--- config.mk ---
export PLATFORM = sky130hd
export DESIGN_NAME = alu_arbiter
export DESIGN_NICKNAME = d
export VERILOG_FILES = /design/src/rtl/alu_arbiter.sv
export SDC_FILE = /design/constraint.sdc
export NUM_CORES = 1
export LEC_CHECK = 0
export BUFFER_PORTS_ARGS = -buffer_cell sky130_fd_sc_hd__buf_2
export CAP_MARGIN = 20
export CORE_MARGIN = 2
export CORE_UTILIZATION = 43
export CTS_CLUSTER_SIZE = 30
export DETAILED_ROUTE_END_ITERATION = 8
export PLACE_DENSITY = 0.8
export RECOVER_POWER = 25
export SLEW_MARGIN = 15
export SYNTH_ARGS = -nofsm -noshare
export SYNTH_HDL_FRONTEND = slang
export SYNTH_SLANG_ARGS = --single-unit
--- constraint.sdc ---
create_clock -name clk -period 4.64 [get_ports clk]
set_clock_uncertainty 0.2 [all_clocks]
set_input_delay 1.392 -clock clk [delete_from_list [all_inputs] [get_ports clk]]
set_output_delay 1.392 -clock clk [all_outputs]
set_load 0.1 [all_outputs]
--- src/rtl/alu_arbiter.sv ---
// Round-robin arbiter/sequencer that shares one combinational 32-bit ALU between two
// masters and returns each result on a tagged valid/ready response channel.
module alu_arbiter #(
  parameter int WIDTH = 32
) (
  input  logic             clk,
  input  logic             reset,
  input  logic             req0_valid,
  output logic             req0_ready,
  input  logic [2:0]       req0_op,
  input  logic [WIDTH-1:0] req0_a,
  input  logic [WIDTH-1:0] req0_b,
  input  logic             req1_valid,
  output logic             req1_ready,
  input  logic [2:0]       req1_op,
  input  logic [WIDTH-1:0] req1_a,
  input  logic [WIDTH-1:0] req1_b,
  output logic             rsp_valid,
  input  logic             rsp_ready,
  output logic             rsp_id,
  output logic [WIDTH-1:0] rsp_result,
  output logic             rsp_carry,
  output logic             rsp_err,
  output logic [WIDTH-1:0] alu_a,
  output logic [WIDTH-1:0] alu_b,
  output logic             alu_binvert,
  output logic             alu_carryin,
  output logic [1:0]       alu_operation,
  input  logic [WIDTH-1:0] alu_result,
  input  logic             alu_carryout
);

  typedef enum logic [1:0] {
    IDLE = 2'd0,
    EXEC = 2'd1,
    RESP = 2'd2
  } state_t;

  state_t           state_q, state_d;
  logic             last_grant_q, last_grant_d;
  logic             owner_q, owner_d;
  logic [2:0]       op_q, op_d;
  logic [WIDTH-1:0] a_q, a_d;
  logic [WIDTH-1:0] b_q, b_d;
  logic             rsp_id_q, rsp_id_d;
  logic [WIDTH-1:0] rsp_result_q, rsp_result_d;
  logic             rsp_carry_q, rsp_carry_d;
  logic             rsp_err_q, rsp_err_d;

  logic grant;
  logic idle;
  logic transfer;
  logic op_legal;

  // Under contention the master not served last wins; otherwise whoever is valid.
  always_comb begin
    if (req0_valid && req1_valid) grant = ~last_grant_q;
    else                          grant = req1_valid;
  end

  // Ready is gated by reset so it reads 0 while reset is held, like every other output.
  assign idle       = (state_q == IDLE) && !reset;
  assign req0_ready = idle && req0_valid && !grant;
  assign req1_ready = idle && req1_valid && grant;
  assign transfer   = req0_ready || req1_ready;

  always_comb begin
    case (op_q)
      3'b000, 3'b001, 3'b010, 3'b110: op_legal = 1'b1;
      default:                        op_legal = 1'b0;
    endcase
  end

  always_comb begin
    // NOTE: every next-state signal takes its hold value first, so no path can infer a latch.
    state_d      = state_q;
    last_grant_d = last_grant_q;
    owner_d      = owner_q;
    op_d         = op_q;
    a_d          = a_q;
    b_d          = b_q;
    rsp_id_d     = rsp_id_q;
    rsp_result_d = rsp_result_q;
    rsp_carry_d  = rsp_carry_q;
    rsp_err_d    = rsp_err_q;

    case (state_q)
      IDLE: begin
        if (transfer) begin
          op_d         = grant ? req1_op : req0_op;
          a_d          = grant ? req1_a  : req0_a;
          b_d          = grant ? req1_b  : req0_b;
          owner_d      = grant;
          last_grant_d = grant;
          state_d      = EXEC;
        end
      end
      EXEC: begin
        rsp_id_d = owner_q;
        if (op_legal) begin
          rsp_result_d = alu_result;
          rsp_carry_d  = alu_carryout;
          rsp_err_d    = 1'b0;
        end else begin
          rsp_result_d = '0;
          rsp_carry_d  = 1'b0;
          rsp_err_d    = 1'b1;
        end
        state_d = RESP;
      end
      RESP: begin
        if (rsp_ready) state_d = IDLE;
      end
      default: state_d = IDLE;
    endcase
  end

  // NOTE: operand registers are reset too, because they drive the ALU inputs visible at reset.
  always_ff @(posedge clk or posedge reset) begin
    if (reset) begin
      state_q      <= IDLE;
      last_grant_q <= 1'b1;
      owner_q      <= 1'b0;
      op_q         <= 3'b000;
      a_q          <= '0;
      b_q          <= '0;
      rsp_id_q     <= 1'b0;
      rsp_result_q <= '0;
      rsp_carry_q  <= 1'b0;
      rsp_err_q    <= 1'b0;
    end else begin
      // NOTE: non-blocking assignments so every register samples pre-edge values.
      state_q      <= state_d;
      last_grant_q <= last_grant_d;
      owner_q      <= owner_d;
      op_q         <= op_d;
      a_q          <= a_d;
      b_q          <= b_d;
      rsp_id_q     <= rsp_id_d;
      rsp_result_q <= rsp_result_d;
      rsp_carry_q  <= rsp_carry_d;
      rsp_err_q    <= rsp_err_d;
    end
  end

  assign alu_a         = a_q;
  assign alu_b         = b_q;
  assign alu_binvert   = op_q[2];
  assign alu_carryin   = op_q[2];
  assign alu_operation = op_q[1:0];

  assign rsp_valid  = (state_q == RESP);
  assign rsp_id     = rsp_id_q;
  assign rsp_result = rsp_result_q;
  assign rsp_carry  = rsp_carry_q;
  assign rsp_err    = rsp_err_q;

endmodule

==> impl_results.md, run 1 <==
- Area of the multi-input gates: between 0.0015 and 0.002 mm²
- Hold Buf Count CTS: 0
- Post-CTS sizing: 0
- Min Hold Slack: a little over 300 ps
- Crit. Startpoint: reset
- Clock sinks: roughly 110
- Total CTS buffers: 9
- Sequential area share after synthesis: 58.0%
- Hold worst-path end: rsp_carry$_DFFE_PP0N_
- Commonest non-fill, non-tap cell in the layout: buf_2
- R2r worst-path depth: 3
- Die height: 107 µm
- Hold Path Class: reg2reg
- Slew Limit Fails: about 130
- Global-route wire length before repair: approximately 21000 µm
- Row count: 37
- Yosys reg bits: 106
- Maxcap violations: 2
- Placeable Area: 0.0103 mm²
- Clk slew on worst S/H paths: around 90 ps
- RD Place Congestion: 0.809
- Drt drc: 0
- Critical Path Source Type: input port
- Die W: 107 µm
- Tot GR Track Use: between 20% and 30%
- Post-synthesis cell count: 341
- IO Count: between 200 and 300
- Setup crit end kind: primary output
- Finished Core Util: roughly 60%
- HPWL after DPL: 9740 µm
- Clk_lat worst skew: roughly 360 ps
- Total Wirelength: ~14000 µm
- Most frequent cells in the layout: 276 x buf_2, 105 x dfrtp_1, 67 x o32ai_1, 56 x a2bb2oi_1, 33 x a22o_1
- Crit path max fanout: 4
- Reg2Reg Setup Slack: ~2200 ps
- CTS Root Cell: clkbuf_8
- DRT iter0 DRCs: roughly 220
- Reg2reg start: state_q[1]$_DFFE_PP0P_
- Fill cells: 879
- DR vias: between 4000 and 5000
- Initial antenna violation count: 3
- Clk buf depth: 2
- Area grow syn2layout: 35.4%
- Beginning of the worst hold path: rsp_carry$_DFFE_PP0N_
- Die area: approximately 0.011 mm²
- Nets: roughly 770
- Cell variety after synth: 27
- # port buffers: approximately 280
- Final Hold Vio Count: 0
- Tcrit/Tclk final: roughly nine tenths
- Slew HR: -24.5%
- Fmax: 241 MHz
- DR vias/cell: about 5.7
- Drt pass-1 iters: 4
- Final setup violation count: 0
- Post-CTS Setup Repair Bufs: 0
- Share of layout cells above drive strength 1: between 50% and 60%
- Critical Path AT: 2560 ps
- Syn_nets: between 500 and 600
- Critical path class: in2out
- Reg-to-Reg End: rsp_id$_DFFE_PP0N_
- Post-Route Setup TNS: 0 ps
- Vias in the first global route: between 4000 and 5000
- WP data required: a little over 3000 ps
- Run status: finished, violations left
- Post-Syn Area: 0.00457 mm²
- Largest net degree at the start of global routing: 91
- Worst-Margin Slew: 1860 ps
- Total gr overflow: 0
- RSZ-0062 raised after global routing: false
- H-tree Lvls: 3
- Initial Utilization: between 40% and 50%
- Final min period: approximately 4100 ps
- Min-Delay Path Depth: 1
- Routed Antenna Nets: 0
- Clock tree from TritonCTS: done
- Failing checks: max-capacitance violations, max-slew violations
- Warnings from Yosys: 0
- Synth Area per Inst: between 10 and 15 µm²
- Reg area: 0.00265 mm²
- Average routed wire per standard cell: 18.7 µm
## worst max-delay path, stage by stage
cell      delay, ps
clkbuf_1        150
or3_4           390
nor3_2          160
buf_2           460
## synthesized netlist by cell type (all sizes together)
cell / count / share of area (%)
dfrtp: 105 / 57
a2bb2oi: 67 / 14
o32ai: 67 / 13
a22o: 33 / 6.3
clkbuf: 24 / 2.0
buf: 21 / 2.9
inv: 4 / 0.33
nor2: 3 / 0.41
a21oi: 2 / 0.22
nand2b: 2 / 0.27
nor2b: 2 / 0.27
nor3: 2 / 0.33
a211o: 1 / 0.19
a211oi: 1 / 0.44
a21bo: 1 / 0.22
a31oi: 1 / 0.14
and2: 1 / 0.14
dfstp: 1 / 0.57
mux2: 1 / 0.25
o21ai: 1 / 0.11
or3: 1 / 0.25
## logic make-up after synthesis
logic type / share of synthesized area, %
buf+inv: 5.23
flops: 58.0
mux: 0.246
simple gates: 1.67
compound gates: 34.8
## layout make-up
cell class | count | share of cell area, %
inverter | 4 | 0.303
tap | 136 | 2.75
antenna | 3 | 0.121
clock buffer | 11 | 2.12
sequential | 106 | 42.9
clock inverter | 4 | 0.485
timing repair buffer | 287 | 23.9
multi-input combinational | 186 | 27.5
## metal layers
| layer | track usage [%] | share of wire [%] | wire (µm) | up-vias |
|---|---|---|---|---|
| met5 | 0 | 0 | 0 | - |
| met4 | 11.5 | 2.4 | 332 | 0 |
| met3 | 4.80 | 8.0 | 1100 | 26 |
| met2 | 38.4 | 49 | 6750 | 212 |
| met1 | 30.5 | 41 | 5590 | 2040 |
| li1 | - | - | - | 1913 |
## flip-flops by register name, indices dropped and copies added, names as in the netlist
signal / count
alu_a: 32
alu_b: 32
last_grant_q: 1
op_q: 3
owner_q: 1
rsp_carry: 1
rsp_err: 1
rsp_id: 1
rsp_result: 32
state_q: 2
## metrics by stage
stage | area, µm² | setup slack [ps] | cells
after floorplan | 4580 | 51.6 | 341
after global placement | 6010 | 512 | 718
after detailed placement | 6020 | 513 | 719
after CTS | 6180 | 514 | 734
after global routing | 6190 | 440 | 737
final | 6190 | 491 | 737
## how the worst max path moves through the flow
stage / to / slack [ps] / depth (start not counted)
floorplan: req0_ready / 50 / 4
finish: req0_ready / 490 / 4
global placement: req0_ready / 510 / 4
global route: req0_ready / 440 / 4
detailed placement: req0_ready / 510 / 4
CTS: req0_ready / 510 / 4
Power of run 1 is not shown: default switching activity piles up to over one toggle a cycle in this logic, so the estimate is an artifact.
==> run 2, diff against run 1 <==
Settings changed: CAP_MARGIN 20 to 30.
Clock period 4.64 ns to 4.55 ns, I/O delays scaled along.
==> impl_results.md, run 2 (same netlist as run 1, synthesis figures left out) <==
- Run status: finished, violations left
- Failing checks: max-capacitance violations, max-slew violations
- Critical path class: in2out
- WP data required: between 2000 and 3000 ps
- H-tree Lvls: 3
- Final setup violation count: 0
- Largest net degree at the start of global routing: 69
- Total Wirelength: 13900 µm
- RD Place Congestion: 0.810
- Fin cells: 735
- Share of layout cells above drive strength 1: between 50% and 60%
- Post-CTS sizing: 0
- Fmax: 246 MHz
- Clk buf depth: 2
- IO Count: 278
- Area grow syn2layout: 36.2%
- Drt drc: 0
- DRT iter0 DRCs: 230
- Final Hold Vio Count: 0
- Nets: 766
- Clk slew on worst S/H paths: ~90 ps
- DR vias/cell: roughly 5.7
- Clk_lat worst skew: between 300 and 400 ps
- Drt pass-1 iters: 4
- RSZ-0062 raised after global routing: false
- Critical Path AT: about 2500 ps
- Crit-path max cell delay: between 400 and 500 ps
- Row count: 37
- Maxcap violations: 2
- Hold Buf Count CTS: 0
- Slew Limit Fails: between 90 and 100
- Fill cells: a little under 900
- Hold Path Class: reg2reg
- Crit-path slowest cell: buf_2
- Post-Route Setup TNS: 0 ps
- Tcrit/Tclk final: about 89%
- CTS Root Cell: clkbuf_8
- Total gr overflow: 0
- Initial antenna violation count: 2
- Worst-Margin Slew: ~2300 ps
- Critical path's top delay family: buffers and inverters
- Die W: approximately 110 µm
- # port buffers: around 280
- Slew HR: -51.8%
- Initial Utilization: 44.3%
- Die height: about 110 µm
- Cell Chain, Critical Path: clkbuf_1 -> or3_4 -> nor3_2 -> buf_2
- Average routed wire per standard cell: between 15 and 20 µm
- Tot GR Track Use: around a quarter
- Post-CTS Setup Repair Bufs: 0
- Commonest non-fill, non-tap cell in the layout: buf_2
- Setup crit end kind: primary output
- Most frequent cells in the layout: 276 x buf_2, 105 x dfrtp_1, 67 x o32ai_1, 56 x a2bb2oi_1, 33 x a22o_1
- Final min period: 4060 ps
- DR vias: approximately 4200
- Worst path buffer plus inverter count: 2
- Placeable Area: between 0.01 and 0.015 mm²
- Clock sinks: approximately 110
- Critical Path Source Type: input port
- Vias in the first global route: ~4200
- Routed Antenna Nets: 0
- HPWL after DPL: 9960 µm
- Placed Cells: 719
- Global-route wire length before repair: approximately 22000 µm
- Crit path max fanout: 4
- Die area: 0.0115 mm²
- Clock tree from TritonCTS: done
- Total CTS buffers: 9
-- run 2: cell types whose count changed in the layout (fill, tap and decap cells not counted) --
cell | previous run | this run
clkinv_4 | 2 | 0
clkinvlp_4 | 2 | 0
clkbuf_8 | 9 | 10
diode_2 | 3 | 2
bufinv_16 | 0 | 2
inv_1 | 2 | 3
clkbuf_1 | 4 | 3
-- run 2: cell type report --
type,instances,area [µm²],area share [%]
Sequential cell,106,2650,42.6
Multi-Input combinational cell,186,1700,27.3
Timing Repair Buffer,287,1480,23.7
Tap cell,136,170,2.73
Clock buffer,11,141,2.27
Clock inverter,3,65.1,1.04
Inverter,4,15.0,0.241
Antenna cell,2,5.00,0.0804
-- run 2: worst paths after layout --
check	start	to	slack, ps	cells after the start
max	reset	req0_ready	490	4
min	rsp_carry$_DFFE_PP0N_	rsp_carry$_DFFE_PP0N_	310	1
max reg2reg	state_q[1]$_DFFE_PP0P_	rsp_id$_DFFE_PP0N_	2020	3
min reg2reg	rsp_carry$_DFFE_PP0N_	rsp_carry$_DFFE_PP0N_	310	1
max in group asynchronous	reset	rsp_result[2]$_DFFE_PP0N_	1180	3
min in group asynchronous	reset	rsp_id$_DFFE_PP0N_	1640	2
-- run 2: stage by stage --
step | hold slack [ps] | worst slack (ps) | cell area (µm²) | util [%]
global route | 328 | 447 | 6220 | 60.3
finish | 306 | 490 | 6230 | 60.3
global placement | 285 | 472 | 6010 | 58.2
detailed placement | 287 | 487 | 6020 | 58.3
CTS | 313 | 483 | 6230 | 60.3
floorplan | 273 | 15.6 | 4580 | -
-- run 2: metal layers --
| layer | up-vias | GRT usage [%] | share of wire, % |
|---|---|---|---|
| li1 | 1908 | - | - |
| met5 | - | 0 | 0.072 |
| met3 | 33 | 4.44 | 7.3 |
| met4 | 2 | 10.9 | 2.9 |
| met2 | 216 | 40.0 | 49 |
| met1 | 2020 | 30.2 | 41 |
Power of run 2 is left out for the same reason.
==> run 3, diff against run 2 <==
Settings changed: CORE_AREA from default to 2 2 107 109, CORE_MARGIN 2 to default, CORE_UTILIZATION 43 to default, DIE_AREA from default to 0 0 109 111, PLACE_DENSITY 0.8 to 0.78.
==> impl_results.md, run 3 (same netlist as run 1, synthesis figures left out) <==
- Post-CTS Setup Repair Bufs: 0
- Maxcap violations: 2
- Reg2Reg Setup Slack: between 2000 and 2500 ps
- Nets: approximately 770
- DR vias: just over 4000
- Row count: 39
- Slew Limit Fails: just over 80
- Total Wirelength: ~13000 µm
- RD Place Congestion: 0.838
- Critical path class: in2out
- Total gr overflow: 0
- Area grow syn2layout: 38.7%
- Slew HR: -37.1%
- Commonest non-fill, non-tap cell in the layout: buf_2
- Clk buf depth: 2
- Global-route wire length before repair: roughly 20000 µm
- Fill cells: 967
- Hold Path Class: reg2reg
- Tcrit/Tclk final: about nine tenths
- H-tree Lvls: 3
- Met2 usage: about a third
- # port buffers: around 280
- Clock sinks: 106
- Worst-Margin Slew: approximately 2000 ps
- DRT iter0 DRCs: about 150
- Final Hold Vio Count: 0
- Run status: finished, violations left
- Die height: around 110 µm
- Tot GR Track Use: between 20% and 30%
- Initial Utilization: around 41%
- Average routed wire per standard cell: around 17 µm
- Drt pass-1 iters: 4
- Largest net degree at the start of global routing: 69
- CTS Root Cell: clkbuf_16
- Post-CTS sizing: 0
- Setup crit end kind: primary output
- Die W: approximately 110 µm
- Drt drc: 0
- Cell Chain, Critical Path: clkbuf_1 -> or3_4 -> nor3_2 -> buf_2
- Clk_lat worst skew: about 330 ps
- DR vias/cell: 5.60
- Finished Core Util: about 57%
- Post-Route Setup TNS: 0 ps
- Share of layout cells above drive strength 1: between 50% and 60%
- Critical path's top delay family: buffers and inverters
- Total CTS buffers: 9
- Vias in the first global route: between 4000 and 5000
- Crit-path slowest cell: buf_2
- Fmax: around 250 MHz
- WP data required: approximately 3000 ps
- Initial antenna violation count: 2
- IO Count: roughly 280
- Failing checks: max-capacitance violations, max-slew violations
- Final setup violation count: 0
- HPWL after DPL: a little over 9000 µm
- Clk slew on worst S/H paths: around 60 ps
- Fin cells: 741
- Final min period: just over 4000 ps
- Most frequent cells in the layout: 276 x buf_2, 105 x dfrtp_1, 67 x o32ai_1, 56 x a2bb2oi_1, 33 x a22o_1
- Worst path buffer plus inverter count: 2
- Global Route met3 Usage: under 10%
- Clock tree from TritonCTS: done
- Die area: around 0.012 mm²
- RSZ-0062 raised after global routing: false
- Placed Cells: 725
- Crit path max fanout: 4
- Hold Buf Count CTS: 0
- Critical Path Source Type: input port
- Critical Path AT: approximately 2500 ps
- Routed Antenna Nets: 0
- Placeable Area: 0.0111 mm²
- Met1 GRT Util: approximately 26%
- Crit-path max cell delay: around 450 ps
- Layer with the highest usage: met2
run 3: cell count changes in the layout (fill, tap and decap cells not counted), sizes merged:
cell and delta:
buf -1, clkbuf -1, clkinv +1, clkinvlp +1, diode -1
run 3: through the flow:
| step | hold WS [ps] | instance area [µm²] | setup slack [ps] |
|---|---|---|---|
| floorplan | 273 | 4580 | 15.6 |
| global placement | 283 | 6020 | 488 |
| detailed placement | 287 | 6040 | 497 |
| CTS | 305 | 6340 | 497 |
| global route | 319 | 6340 | 431 |
| finish | 300 | 6340 | 496 |
run 3: worst paths after layout:
path | to | cells after the start | start
worst max-delay path | req0_ready | 4 | reset
worst max register to register | rsp_id$_DFFE_PP0N_ | 3 | state_q[1]$_DFFE_PP0P_
worst min-delay path | rsp_result[2]$_DFFE_PP0N_ | 1 | rsp_result[2]$_DFFE_PP0N_
min in group asynchronous | state_q[1]$_DFFE_PP0P_ | 2 | reset
max in group asynchronous | alu_a[4]$_DFFE_PP0P_ | 3 | reset
worst min register to register | rsp_result[2]$_DFFE_PP0N_ | 1 | rsp_result[2]$_DFFE_PP0N_
run 3: layer usage:
metal | vias to the layer above | part of all wire [%]
met3 | 25 | 7.5
met5 | - | 0.085
met1 | 2025 | 40
met2 | 189 | 50
li1 | 1907 | -
met4 | 2 | 2.1
run 3: final cells by class:
type | instances | area [µm²] | area share [%]
sequential | 106 | 2650 | 41.9
clock buffer | 10 | 229 | 3.61
antenna | 1 | 2.50 | 0.0395
timing repair buffer | 286 | 1480 | 23.4
clock inverter | 5 | 78.8 | 1.24
multi-input combinational | 186 | 1700 | 26.8
tap | 143 | 179 | 2.82
inverter | 4 | 16.3 | 0.257
Power of run 3 is left out for the same reason.
